--- src/rtl/jtopl_reg_pkg.sv ---
// jtopl_reg_pkg: shared definitions for the OPL register bank.
//   - chip address bases for operator, channel and 4-op registers
//   - field widths and the packed operator / channel entry layouts
//   - pair_of(): maps a channel to its OPL3 4-op pair index
// An operator entry is op_cfg_t (32 bits) plus a WAVW-bit wave select held
// alongside it (34 bits at WAVW=2). A channel entry is ch_cfg_t (18 bits).
package jtopl_reg_pkg;

    localparam logic [8:0] A_OP20 = 9'h020;
    localparam logic [8:0] A_OP40 = 9'h040;
    localparam logic [8:0] A_OP60 = 9'h060;
    localparam logic [8:0] A_OP80 = 9'h080;
    localparam logic [8:0] A_CHA0 = 9'h0A0;
    localparam logic [8:0] A_CHB0 = 9'h0B0;
    localparam logic [8:0] A_CHC0 = 9'h0C0;
    localparam logic [8:0] A_OPE0 = 9'h0E0;
    localparam logic [8:0] A_EN4  = 9'h104;

    localparam int FNUM_W = 10;
    localparam int BLK_W  = 3;
    localparam int FB_W   = 3;
    localparam int MULT_W = 4;
    localparam int KSL_W  = 2;
    localparam int TL_W   = 6;
    localparam int RATE_W = 4;
    localparam int EN4_W  = 6;

    typedef enum logic [3:0] {
        K_NONE, K_OP20, K_OP40, K_OP60, K_OP80, K_OPE0,
        K_CHA0, K_CHB0, K_CHC0, K_EN4
    } reg_kind_t;

    typedef struct packed {
        logic              am;
        logic              vib;
        logic              egt;
        logic              ksr;
        logic [MULT_W-1:0] mult;
        logic [KSL_W-1:0]  ksl;
        logic [TL_W-1:0]   tl;
        logic [RATE_W-1:0] ar;
        logic [RATE_W-1:0] dr;
        logic [RATE_W-1:0] sl;
        logic [RATE_W-1:0] rr;
    } op_cfg_t;

    typedef struct packed {
        logic [FNUM_W-1:0] fnum;
        logic [BLK_W-1:0]  block;
        logic              keyon;
        logic [FB_W-1:0]   fb;
        logic              con;
    } ch_cfg_t;

    // Returns {hit, k}: hit when the channel belongs to a 4-op pair k (0..5).
    // Pair k covers channels k%3 and k%3+3 within bank k/3.
    function automatic logic [3:0] pair_of(input logic [4:0] ch);
        logic [4:0] l;
        logic [2:0] k;
        logic       hit;
        l   = (ch >= 5'd9) ? ch - 5'd9 : ch;
        hit = (l < 5'd6);
        k   = (l < 5'd3) ? l[2:0] : 3'(l - 5'd3);
        if (ch >= 5'd9) k = k + 3'd3;
        return {hit, k};
    endfunction

endpackage

--- src/rtl/jtopl_reg_dec.sv ---
// jtopl_reg_dec: combinational address decoder.
//   addr  : 9-bit chip address (bit 8 = bank)
//   kind  : which register family the address hits (K_NONE if invalid)
//   tgt   : slot the write must wait for (channel writes use ch*2)
//   valid : kind != K_NONE
module jtopl_reg_dec
    import jtopl_reg_pkg::*;
#(
    parameter int CH = 9,
    parameter int SW = $clog2(2*CH)
) (
    input  logic [8:0]    addr,
    output reg_kind_t     kind,
    output logic [SW-1:0] tgt,
    output logic          valid
);

    logic [7:0] o;
    logic       bank;
    logic       bank_ok;
    logic [4:0] r;
    logic [2:0] s;
    logic [2:0] smod;
    logic [5:0] ch_op;
    logic [5:0] ch_ch;
    logic       op_ok;
    logic       ch_ok;

    always_comb begin
        o       = addr[7:0];
        bank    = addr[8];
        bank_ok = !bank || (CH == 18);
        r       = o[4:0];
        s       = r[2:0];
        smod    = (s >= 3'd3) ? s - 3'd3 : s;
        // Three channels per 8-offset group, modulators first then carriers.
        ch_op   = ({4'b0, r[4:3]} * 6'd3) + {3'b0, smod} + (bank ? 6'd9 : 6'd0);
        ch_ch   = {2'b0, o[3:0]} + (bank ? 6'd9 : 6'd0);
        op_ok   = (r[4:3] != 2'b11) && (s < 3'd6);
        ch_ok   = (o[3:0] <= 4'd8);
        kind    = K_NONE;
        tgt     = '0;
        if (addr == A_EN4) begin
            if (CH == 18) kind = K_EN4;
        end else if (bank_ok) begin
            if (op_ok) begin
                case (o[7:5])
                    A_OP20[7:5]: kind = K_OP20;
                    A_OP40[7:5]: kind = K_OP40;
                    A_OP60[7:5]: kind = K_OP60;
                    A_OP80[7:5]: kind = K_OP80;
                    A_OPE0[7:5]: kind = K_OPE0;
                    default:     kind = K_NONE;
                endcase
                if (kind != K_NONE) tgt = SW'({ch_op, (s >= 3'd3)});
            end
            if (ch_ok) begin
                case (o[7:4])
                    A_CHA0[7:4]: begin kind = K_CHA0; tgt = SW'({ch_ch, 1'b0}); end
                    A_CHB0[7:4]: begin kind = K_CHB0; tgt = SW'({ch_ch, 1'b0}); end
                    A_CHC0[7:4]: begin kind = K_CHC0; tgt = SW'({ch_ch, 1'b0}); end
                    default: ;
                endcase
            end
        end
        valid = (kind != K_NONE);
    end

endmodule

--- src/rtl/jtopl_reg_bank.sv ---
// jtopl_reg_bank: OPL/OPL3 operator and channel register front-end.
// Chip writes are held pending until the slot counter reaches the target
// slot, then committed; per-slot configuration is presented one cen after
// the counter value it belongs to.
// Ports: clk, rst_n (async low), cen; addr/din/wr chip write; busy (write
//   pending); zero/slot_idx/ch_idx/op presented slot; channel fields fnum,
//   block, keyon, fb, con, pair4; operator fields am..wav.
// Optional: JTOPL_REG_READBACK_EN adds rd/rdata/rd_valid, sharing the
//   pending slot with writes.
module jtopl_reg_bank
    import jtopl_reg_pkg::*;
#(
    parameter  int CH   = 9,
    parameter  int WAVW = 2,
    localparam int SW   = $clog2(2*CH),
    localparam int CW   = $clog2(CH)
) (
    input  logic            clk,
    input  logic            rst_n,
    input  logic            cen,
    input  logic [8:0]      addr,
    input  logic [7:0]      din,
    input  logic            wr,
    output logic            busy,
    output logic            zero,
    output logic [SW-1:0]   slot_idx,
    output logic [CW-1:0]   ch_idx,
    output logic            op,
    output logic [9:0]      fnum,
    output logic [2:0]      block,
    output logic            keyon,
    output logic [2:0]      fb,
    output logic            con,
    output logic            pair4,
    output logic            am,
    output logic            vib,
    output logic            egt,
    output logic            ksr,
    output logic [3:0]      mult,
    output logic [1:0]      ksl,
    output logic [5:0]      tl,
    output logic [3:0]      ar,
    output logic [3:0]      dr,
    output logic [3:0]      sl,
    output logic [3:0]      rr,
    output logic [WAVW-1:0] wav
`ifdef JTOPL_REG_READBACK_EN
    ,
    input  logic            rd,
    output logic [7:0]      rdata,
    output logic            rd_valid
`endif
);

    localparam logic [SW-1:0] LAST = SW'(2*CH-1);
    localparam logic [SW-1:0] ONE  = SW'(1);

    logic [SW-1:0]   cnt_q, cnt_d;
    logic            busy_q, busy_d;
    reg_kind_t       pk_q, pk_d;
    logic [SW-1:0]   pt_q, pt_d;
    logic [7:0]      pd_q, pd_d;
    op_cfg_t         op_mem_q [2*CH];
    op_cfg_t         op_mem_d [2*CH];
    logic [WAVW-1:0] wav_mem_q [2*CH];
    logic [WAVW-1:0] wav_mem_d [2*CH];
    ch_cfg_t         ch_mem_q [CH];
    ch_cfg_t         ch_mem_d [CH];
    logic [EN4_W-1:0] en4_q, en4_d;
    logic [SW-1:0]   slot_q, slot_d;
    logic            zero_q, zero_d;
    op_cfg_t         p_op_q, p_op_d;
    logic [WAVW-1:0] p_wav_q, p_wav_d;
    ch_cfg_t         p_ch_q, p_ch_d;
    logic            p_pair_q, p_pair_d;

    reg_kind_t       dec_kind;
    logic [SW-1:0]   dec_tgt;
    logic            dec_valid;
    logic            hit, is_wr, accept, rd_req;
    op_cfg_t         op_new;
    logic [WAVW-1:0] wav_new;
    ch_cfg_t         ch_new;
    logic [3:0]      pinfo;

`ifdef JTOPL_REG_READBACK_EN
    logic            prd_q, prd_d;
    logic [7:0]      rdata_q, rdata_d;
    logic            rdv_q, rdv_d;
    op_cfg_t         rop;
    ch_cfg_t         rch;
`endif

    jtopl_reg_dec #(.CH(CH), .SW(SW)) u_dec (
        .addr  (addr),
        .kind  (dec_kind),
        .tgt   (dec_tgt),
        .valid (dec_valid)
    );

    always_comb begin
        cnt_d     = cnt_q;
        busy_d    = busy_q;
        pk_d      = pk_q;
        pt_d      = pt_q;
        pd_d      = pd_q;
        op_mem_d  = op_mem_q;
        wav_mem_d = wav_mem_q;
        ch_mem_d  = ch_mem_q;
        en4_d     = en4_q;
        slot_d    = slot_q;
        zero_d    = zero_q;
        p_op_d    = p_op_q;
        p_wav_d   = p_wav_q;
        p_ch_d    = p_ch_q;
        p_pair_d  = p_pair_q;

        if (cen) cnt_d = (cnt_q == LAST) ? '0 : cnt_q + ONE;

        // Invalid and 4-op enable writes retire on the first cen; the rest
        // wait for their slot (channel targets are already ch*2).
        hit = busy_q && cen && (pk_q == K_NONE || pk_q == K_EN4 || cnt_q == pt_q);
`ifdef JTOPL_REG_READBACK_EN
        is_wr  = hit && !prd_q;
        rd_req = rd;
`else
        is_wr  = hit;
        rd_req = 1'b0;
`endif

        op_new  = op_mem_q[pt_q];
        wav_new = wav_mem_q[pt_q];
        ch_new  = ch_mem_q[pt_q[SW-1:1]];
        case (pk_q)
            K_OP20: {op_new.am, op_new.vib, op_new.egt, op_new.ksr, op_new.mult} = pd_q;
            K_OP40: {op_new.ksl, op_new.tl} = pd_q;
            K_OP60: {op_new.ar, op_new.dr} = pd_q;
            K_OP80: {op_new.sl, op_new.rr} = pd_q;
            K_OPE0: wav_new = pd_q[WAVW-1:0];
            K_CHA0: ch_new.fnum[7:0] = pd_q;
            K_CHB0: {ch_new.keyon, ch_new.block, ch_new.fnum[9:8]} = pd_q[5:0];
            K_CHC0: {ch_new.fb, ch_new.con} = pd_q[3:0];
            default: ;
        endcase

        if (is_wr) begin
            op_mem_d[pt_q]         = op_new;
            wav_mem_d[pt_q]        = wav_new;
            ch_mem_d[pt_q[SW-1:1]] = ch_new;
            if (pk_q == K_EN4) en4_d = pd_q[5:0];
        end
        if (hit) busy_d = 1'b0;

        // busy_q gates acceptance, so a strobe on the commit edge is dropped.
        accept = (wr || rd_req) && !busy_q;
        if (accept) begin
            busy_d = 1'b1;
            pk_d   = dec_valid ? dec_kind : K_NONE;
            pt_d   = dec_tgt;
            pd_d   = din;
        end

        // Present from the post-commit arrays so a commit shows up for its
        // own slot on the same edge.
        pinfo = pair_of(5'(cnt_q[SW-1:1]));
        if (cen) begin
            slot_d   = cnt_q;
            zero_d   = (cnt_q == '0);
            p_op_d   = op_mem_d[cnt_q];
            p_wav_d  = wav_mem_d[cnt_q];
            p_ch_d   = ch_mem_d[cnt_q[SW-1:1]];
            p_pair_d = (CH == 18) && pinfo[3] && en4_q[pinfo[2:0]];
        end
    end

`ifdef JTOPL_REG_READBACK_EN
    always_comb begin
        prd_d   = prd_q;
        rdata_d = rdata_q;
        rdv_d   = 1'b0;
        rop     = op_mem_q[pt_q];
        rch     = ch_mem_q[pt_q[SW-1:1]];
        if (accept) prd_d = rd && !wr;
        if (hit && prd_q) begin
            rdv_d = 1'b1;
            case (pk_q)
                K_OP20:  rdata_d = {rop.am, rop.vib, rop.egt, rop.ksr, rop.mult};
                K_OP40:  rdata_d = {rop.ksl, rop.tl};
                K_OP60:  rdata_d = {rop.ar, rop.dr};
                K_OP80:  rdata_d = {rop.sl, rop.rr};
                K_OPE0:  rdata_d = 8'(wav_mem_q[pt_q]);
                K_CHA0:  rdata_d = rch.fnum[7:0];
                K_CHB0:  rdata_d = {2'b00, rch.keyon, rch.block, rch.fnum[9:8]};
                K_CHC0:  rdata_d = {4'b0000, rch.fb, rch.con};
                K_EN4:   rdata_d = {2'b00, en4_q};
                default: rdata_d = 8'hFF;
            endcase
        end
    end

    always_ff @(posedge clk or negedge rst_n) begin
        if (!rst_n) begin
            prd_q   <= 1'b0;
            rdata_q <= '0;
            rdv_q   <= 1'b0;
        end else begin
            prd_q   <= prd_d;
            rdata_q <= rdata_d;
            rdv_q   <= rdv_d;
        end
    end

    assign rdata    = rdata_q;
    assign rd_valid = rdv_q;
`endif

    always_ff @(posedge clk or negedge rst_n) begin
        if (!rst_n) begin
            cnt_q    <= '0;
            busy_q   <= 1'b0;
            pk_q     <= K_NONE;
            pt_q     <= '0;
            pd_q     <= '0;
            en4_q    <= '0;
            slot_q   <= '0;
            zero_q   <= 1'b0;
            p_op_q   <= '0;
            p_wav_q  <= '0;
            p_ch_q   <= '0;
            p_pair_q <= 1'b0;
            for (int i = 0; i < 2*CH; i++) begin
                op_mem_q[i]  <= '0;
                wav_mem_q[i] <= '0;
            end
            for (int i = 0; i < CH; i++) ch_mem_q[i] <= '0;
        end else begin
            cnt_q     <= cnt_d;
            busy_q    <= busy_d;
            pk_q      <= pk_d;
            pt_q      <= pt_d;
            pd_q      <= pd_d;
            en4_q     <= en4_d;
            slot_q    <= slot_d;
            zero_q    <= zero_d;
            p_op_q    <= p_op_d;
            p_wav_q   <= p_wav_d;
            p_ch_q    <= p_ch_d;
            p_pair_q  <= p_pair_d;
            op_mem_q  <= op_mem_d;
            wav_mem_q <= wav_mem_d;
            ch_mem_q  <= ch_mem_d;
        end
    end

    assign busy     = busy_q;
    assign zero     = zero_q;
    assign slot_idx = slot_q;
    assign ch_idx   = slot_q[SW-1:1];
    assign op       = slot_q[0];
    assign fnum     = p_ch_q.fnum;
    assign block    = p_ch_q.block;
    assign keyon    = p_ch_q.keyon;
    assign fb       = p_ch_q.fb;
    assign con      = p_ch_q.con;
    assign pair4    = p_pair_q;
    assign am       = p_op_q.am;
    assign vib      = p_op_q.vib;
    assign egt      = p_op_q.egt;
    assign ksr      = p_op_q.ksr;
    assign mult     = p_op_q.mult;
    assign ksl      = p_op_q.ksl;
    assign tl       = p_op_q.tl;
    assign ar       = p_op_q.ar;
    assign dr       = p_op_q.dr;
    assign sl       = p_op_q.sl;
    assign rr       = p_op_q.rr;
    assign wav      = p_wav_q;

endmodule

--- config.mk ---
export PLATFORM = sky130hd
export DESIGN_NAME = jtopl_reg_bank
export DESIGN_NICKNAME = d
export VERILOG_FILES = /design/src/rtl/jtopl_reg_pkg.sv /design/src/rtl/jtopl_reg_dec.sv /design/src/rtl/jtopl_reg_bank.sv
export SDC_FILE = /design/constraint.sdc
export NUM_CORES = 2
export LEC_CHECK = 0
export BUFFER_PORTS_ARGS = -buffer_cell sky130_fd_sc_hd__buf_2
export CAP_MARGIN = 20
export CORE_ASPECT_RATIO = 0.8
export CORE_UTILIZATION = 58
export DETAILED_ROUTE_END_ITERATION = 10
export GPL_ROUTABILITY_DRIVEN = 0
export PLACE_DENSITY = 0.8
export SLEW_MARGIN = 25
export SYNTH_ARGS = -nofsm -noshare
export SYNTH_HDL_FRONTEND = slang
export SYNTH_SLANG_ARGS = --single-unit
--- constraint.sdc ---
create_clock -name clk -period 3.05 [get_ports clk]
set_clock_uncertainty 0.1 [all_clocks]
set_input_delay 0.61 -clock clk [delete_from_list [all_inputs] [get_ports clk]]
set_output_delay 0.61 -clock clk [all_outputs]
set_load 0.02 [all_outputs]
==> results of run 1 <==
==> synth_stat cells, types with 14 or more instances <==
master     count
o211a_1       15
o21ai_1       20
clkbuf_1     257
mux4_2       135
nand3_1       51
o21ai_0      713
nor3_1        41
o22ai_1       82
nand2_1      899
a21oi_1      144
a31oi_1       52
a22oi_1       50
buf_1         29
a2111oi_0     16
o211ai_1     115
nor4_1        23
inv_1         52
nand2b_1      54
a221o_1       16
ha_1          14
buf_4         29
a21o_1        44
buf_6         19
a211oi_1      44
nor2b_1       17
buf_2        104
and2_1        15
and3_1        32
dfrtp_1      855
a221oi_1      42
nor2_1       218
mux2i_1      203
mux2_2       113
==> kinds of logic after synthesis <==
kind of cell,count (synthesis),synth area share
fa+ha+maj,16,0.00465
buf+inv,493,0.0482
other cells,1,0.0000810
xor+xnor,15,0.00284
flops,855,0.462
compound gates,1540,0.208
simple gates,1441,0.135
mux,455,0.139
==> through the flow <==
| step | std cells | utilization | setup slack, ns | hold slack [ns] | TNS, ns |
|---|---|---|---|---|---|
| 4_1_cts | 6615 | 0.756 | -0.243 | 0.0556 | -7.33 |
| 3_3_place_gp | 6350 | 0.679 | -0.494 | 0.366 | -14.34 |
| 2_1_floorplan | 4816 | - | -0.00898 | 0.214 | -0.0233 |
| 3_5_place_dp | 6350 | 0.679 | -0.564 | 0.377 | -19.34 |
==> routing by layer <==
layer | overflow | global-route usage
met3 | 0 | 0.708
met5 | 0 | 0.622
met4 | 1 | 0.712
met2 | 1 | 0.857
met1 | 0 | 0.741
==> what timing repair did <==
item	4_1_cts
hold buffers	1
cloned	15
endpoints found under the hold margin	45
gates resized for setup	511
setup endpoints to repair	105
pin swaps	121
setup buffers	87
==> flow_summary.json, run 1 <==
{
  "htreeDepth": 3,
  "track_usage": 0.759,
  "synth_seq_area_share": 0.462,
  "syn-cell-area_mm2": 0.0463,
  "hpwlAfterDp_mm": 130,
  "status": "did not finish",
  "ys_async_sr_fraction": 1.00,
  "rows": 92,
  "die_x_um": 318,
  "syn-num-nets": 4853,
  "worst_endpoint_kind": "register data pin",
  "avgSynthCellArea_um2": 9.61,
  "firstError": "[ERROR GRT-0232] Routing congestion too high. Check the congestion heatmap in the GUI.",
  "synth_area_leaders": "dfrtp_1 46%, o21ai_0 7.7%, nand2_1 7.3%, mux4_2 6.6%, mux2i_1 4.4%",
  "cts_made_buffers": 87,
  "initial_utilization": 0.587,
  "yosysTopAreaCell": "dfrtp_1",
  "stop_stage": "global routing (5_1_grt)",
  "worst_endpoint": "vib$_DFFE_PN0P_/D",
  "grt_antenna_before_repair": 47,
  "die_h_um": 255,
  "ys_ff_latch": 855,
  "ys.flop_type": "dfrtp_1",
  "clockBufferDepth": 3,
  "synth_warnings": 0,
  "place_area_mm2": 0.0535,
  "synth.distinct_cells": 94,
  "synth_top_cell_area_share": 0.462,
  "port_buffers": 84,
  "grt_overflow": 2,
  "postSynthCellCount": 4816,
  "cts_sinks": 855,
  "synth_edf_count": 0,
  "root_buffer": "clkbuf_16",
  "io_pins": 86,
  "grt_max_degree": 120
}
==> run 2: changes to the inputs <==
--- a/config.mk
+++ b/config.mk
@@ -7,11 +7,10 @@
 export LEC_CHECK = 0
 export BUFFER_PORTS_ARGS = -buffer_cell sky130_fd_sc_hd__buf_2
 export CAP_MARGIN = 20
-export CORE_ASPECT_RATIO = 0.8
-export CORE_UTILIZATION = 58
+export CORE_UTILIZATION = 40
 export DETAILED_ROUTE_END_ITERATION = 10
 export GPL_ROUTABILITY_DRIVEN = 0
-export PLACE_DENSITY = 0.8
+export PLACE_DENSITY_LB_ADDON = 0.15
 export SLEW_MARGIN = 25
 export SYNTH_ARGS = -nofsm -noshare
 export SYNTH_HDL_FRONTEND = slang
==> constraint.sdc (replaced) <==
create_clock -name clk -period 3.95 [get_ports clk]
set_clock_uncertainty 0.1 [all_clocks]
set_input_delay 0.79 -clock clk [delete_from_list [all_inputs] [get_ports clk]]
set_output_delay 0.79 -clock clk [all_outputs]
set_load 0.02 [all_outputs]
==> run 2 against run 1 <==
The flow now finishes, with violations (design-rule violations). Synthesized cell count unchanged. Synthesized area unchanged.
==> flow_summary.json, run 2 <==
{
  "status": "finished, violations left",
  "violations": "design-rule violations",
  "r2r_start": "pt_q[0]",
  "endpoint_kind": "flip-flop",
  "fin_cells": 6562,
  "path_max_fanout": 24,
  "fin_util": 0.470,
  "finalCritPeriodShare": 0.977,
  "r2r_setup_slack_ns": 0.09,
  "syn-cell-area_mm2": 0.0463,
  "insertion_delay_ns": 0.71,
  "cp.arrival_ns": 4.30,
  "clock_power_share": 0.285,
  "min_period_ns": 3.86,
  "synth_compound_area_frac": 0.208,
  "crit_type": "flip-flop to flip-flop",
  "grt_antenna_before_repair": 8,
  "tritoncts": "done",
  "p_int_mw": 19.9,
  "clockBufferDepth": 3,
  "grt_pass1_vias": 40489,
  "synth-simple-area-share": 0.135,
  "layout.nets": 5001,
  "synth_area_leaders": "dfrtp_1 46%, o21ai_0 7.7%, nand2_1 7.3%, mux4_2 6.6%, mux2i_1 4.4%",
  "cts_sinks": 855,
  "synth_top_family_by_area": "compound AO/OA/AOI/OAI gates",
  "vias": 41413,
  "combPwrFrac": 0.388,
  "postSynthCellCount": 4816,
  "reg2reg_depth": 11,
  "track_usage": 0.329,
  "ys_ff_latch": 855,
  "cp-start-kind": "flip-flop",
  "drt_iter0_drc": 4839,
  "first_pass_iters": 10,
  "clk_pin_slew_ns": 0.06,
  "largest_reg_flops": 576,
  "timing.rr.end": "ar[0]",
  "syn2layout_area_growth_pct": 16.3,
  "seqCellArea_mm2": 0.0214,
  "drc_errors": 30,
  "synth_edf_count": 0,
  "io_pins": 86,
  "tightest_slew_ns": 1.15,
  "synth_warnings": 0,
  "synth_common_cells": "899 x nand2_1, 855 x dfrtp_1, 713 x o21ai_0",
  "drive_gt1_frac": 0.194,
  "initial_utilization": 0.404,
  "crit_required_ns": 4.39,
  "layout_common_cells": "883 x nand2_1, 846 x dfrtp_1, 703 x o21ai_0",
  "grt_overflow": 0,
  "die_x_um": 342,
  "leakage_nw": 22.9,
  "grt_max_degree": 141,
  "post_drt_via_cell_ratio": 6.31,
  "relSlewSlack": 0.231,
  "design_area_mm2": 0.0538,
  "netSwitchingPower_mw": 14.0,
  "rows": 124,
  "wl_per_cell_um": 29.6,
  "synth_seq_area_share": 0.462,
  "cap_violations": 0,
  "synth_xor_area_frac": 0.00284,
  "die_area_mm2": 0.117,
  "core_mm2": 0.115,
  "wirelength_mm": 194,
  "multi_input_area_mm2": 0.0228,
  "cp-endpoint": "ar[0]",
  "htreeDepth": 3,
  "setup_viol": 0,
  "postRouteAntennaNets": 0,
  "yosysTopAreaCell": "dfrtp_1",
  "yosysMostFrequentCell": "nand2_1",
  "fin_tns_setup_ns": 0,
  "startpoint": "pt_q[0]",
  "synth_top_cell_area_share": 0.462,
  "swShare": 0.413,
  "drv_slew": 0,
  "largest_register": "op_mem_q",
  "dp.cells": 6369,
  "peakVddDrop_uv": 431,
  "synth.mux.area_fraction": 0.139,
  "pwr-share-seq": 0.328,
  "port_buffers": 84,
  "syn-num-nets": 4853,
  "cts_made_buffers": 100,
  "synth_adder_area_share": 0.00465,
  "finalHoldViolCount": 0,
  "die_h_um": 342,
  "root_buffer": "clkbuf_16",
  "grt_pass1_wl_mm": 283,
  "final_common_cell": "nand2_1",
  "holdCritPathClass": "primary input to flip-flop",
  "n_fill_cell": 10948,
  "p_per_area_mw_per_mm2": 628,
  "reg.largest.list": "op_mem_q (576), ch_mem_q (162), wav_mem_q (36)",
  "place_area_mm2": 0.0503,
  "rsz0062_at_grt": "true",
  "synth.distinct_cells": 94,
  "hpwlAfterDp_mm": 131,
  "ys_async_sr_fraction": 1.00,
  "ys.flop_type": "dfrtp_1",
  "avgSynthCellArea_um2": 9.61,
  "max_freq_ghz": 0.259
}
[run 2: cell counts after synthesis]
Identical to the previous run, type by type.
[run 2: final cells by class]
cell class / count / area share
well taps: 1512 / 0.0351
clock buffers: 149 / 0.0562
diodes: 7 / 0.000325
inverters: 55 / 0.00384
repair buffers: 484 / 0.0759
flip-flops and latches: 855 / 0.398
multi-input cells: 3468 / 0.424
clock inverters: 32 / 0.00630
[run 2: routing by layer]
metal | global-route usage | vias to the layer above | wire, um
met5 | 0 | - | 69
met4 | 0.157 | 10 | 9920
met3 | 0.0702 | 501 | 18200
met2 | 0.501 | 2224 | 86100
met1 | 0.447 | 20727 | 79700
li1 | - | 17951 | -
[run 2: what timing repair did]
item	in CTS	in global routing
hold endpoints to repair	43	0
gates resized for setup	0	10
hold buffers	1	0
buffers inserted	0	4
setup endpoints to repair	0	5
[run 2: worst min-delay path by stage]
stage                            start           end  slack [ns]  cells past startpoint
final                           din[5]       pd_q[5]        0.21                      2
after global routing            din[6]       pd_q[6]        0.22                      2
after CTS                       din[5]       pd_q[5]        0.19                      2
after detailed placement  ch_mem_q[27]  ch_mem_q[27]        0.38                      2
after global placement    ch_mem_q[27]  ch_mem_q[27]        0.37                      2
after floorplan           ch_mem_q[23]  ch_mem_q[23]        0.35                      2
[run 2: cells by family after synthesis]
logic type / Yosys count
AND/OR/NAND/NOR: 1441
adder cells (fa/ha/maj): 16
XOR/XNOR: 15
AO/OA/AOI/OAI: 1540
multiplexers: 455
flip-flops: 855
buffers and inverters: 493
other: 1
[run 2: worst max-delay path, cell delays in order (launching register included)]
cell and delay (ns):
dfrtp_4 0.54, buf_12 0.19, or4b_1 0.57, buf_4 0.24
o21ai_0 0.10, a2111oi_0 0.36, or3_1 0.30, buf_4 0.23
o21ai_0 0.12, o2111a_1 0.26, nor4_1 0.46, a41oi_1 0.20
[run 2: per-stage QoR]
stage | power (mW) | worst slack [ns] | hold slack, ns
final | 33.8 | 0.0925 | 0.214
after global routing | 34.9 | -0.147 | 0.220
after CTS | 33.5 | 0.0885 | 0.194
after detailed placement | 23.9 | 0.113 | 0.375
after global placement | 23.8 | 0.104 | 0.368
after floorplan | 17.8 | 0.644 | 0.349
[run 2: power groups by stage]
stage / clock network [mW] / registers, mW / logic [mW]
final: 9.63 / 11.1 / 13.1
after global routing: 10.1 / 11.2 / 13.7
after CTS: 9.73 / 11.1 / 12.7
after detailed placement: 0 / 11.2 / 12.7
after global placement: 0 / 11.2 / 12.6
after floorplan: 0 / 10.8 / 7.06
Note: power is estimated with default switching activity, not from simulation.
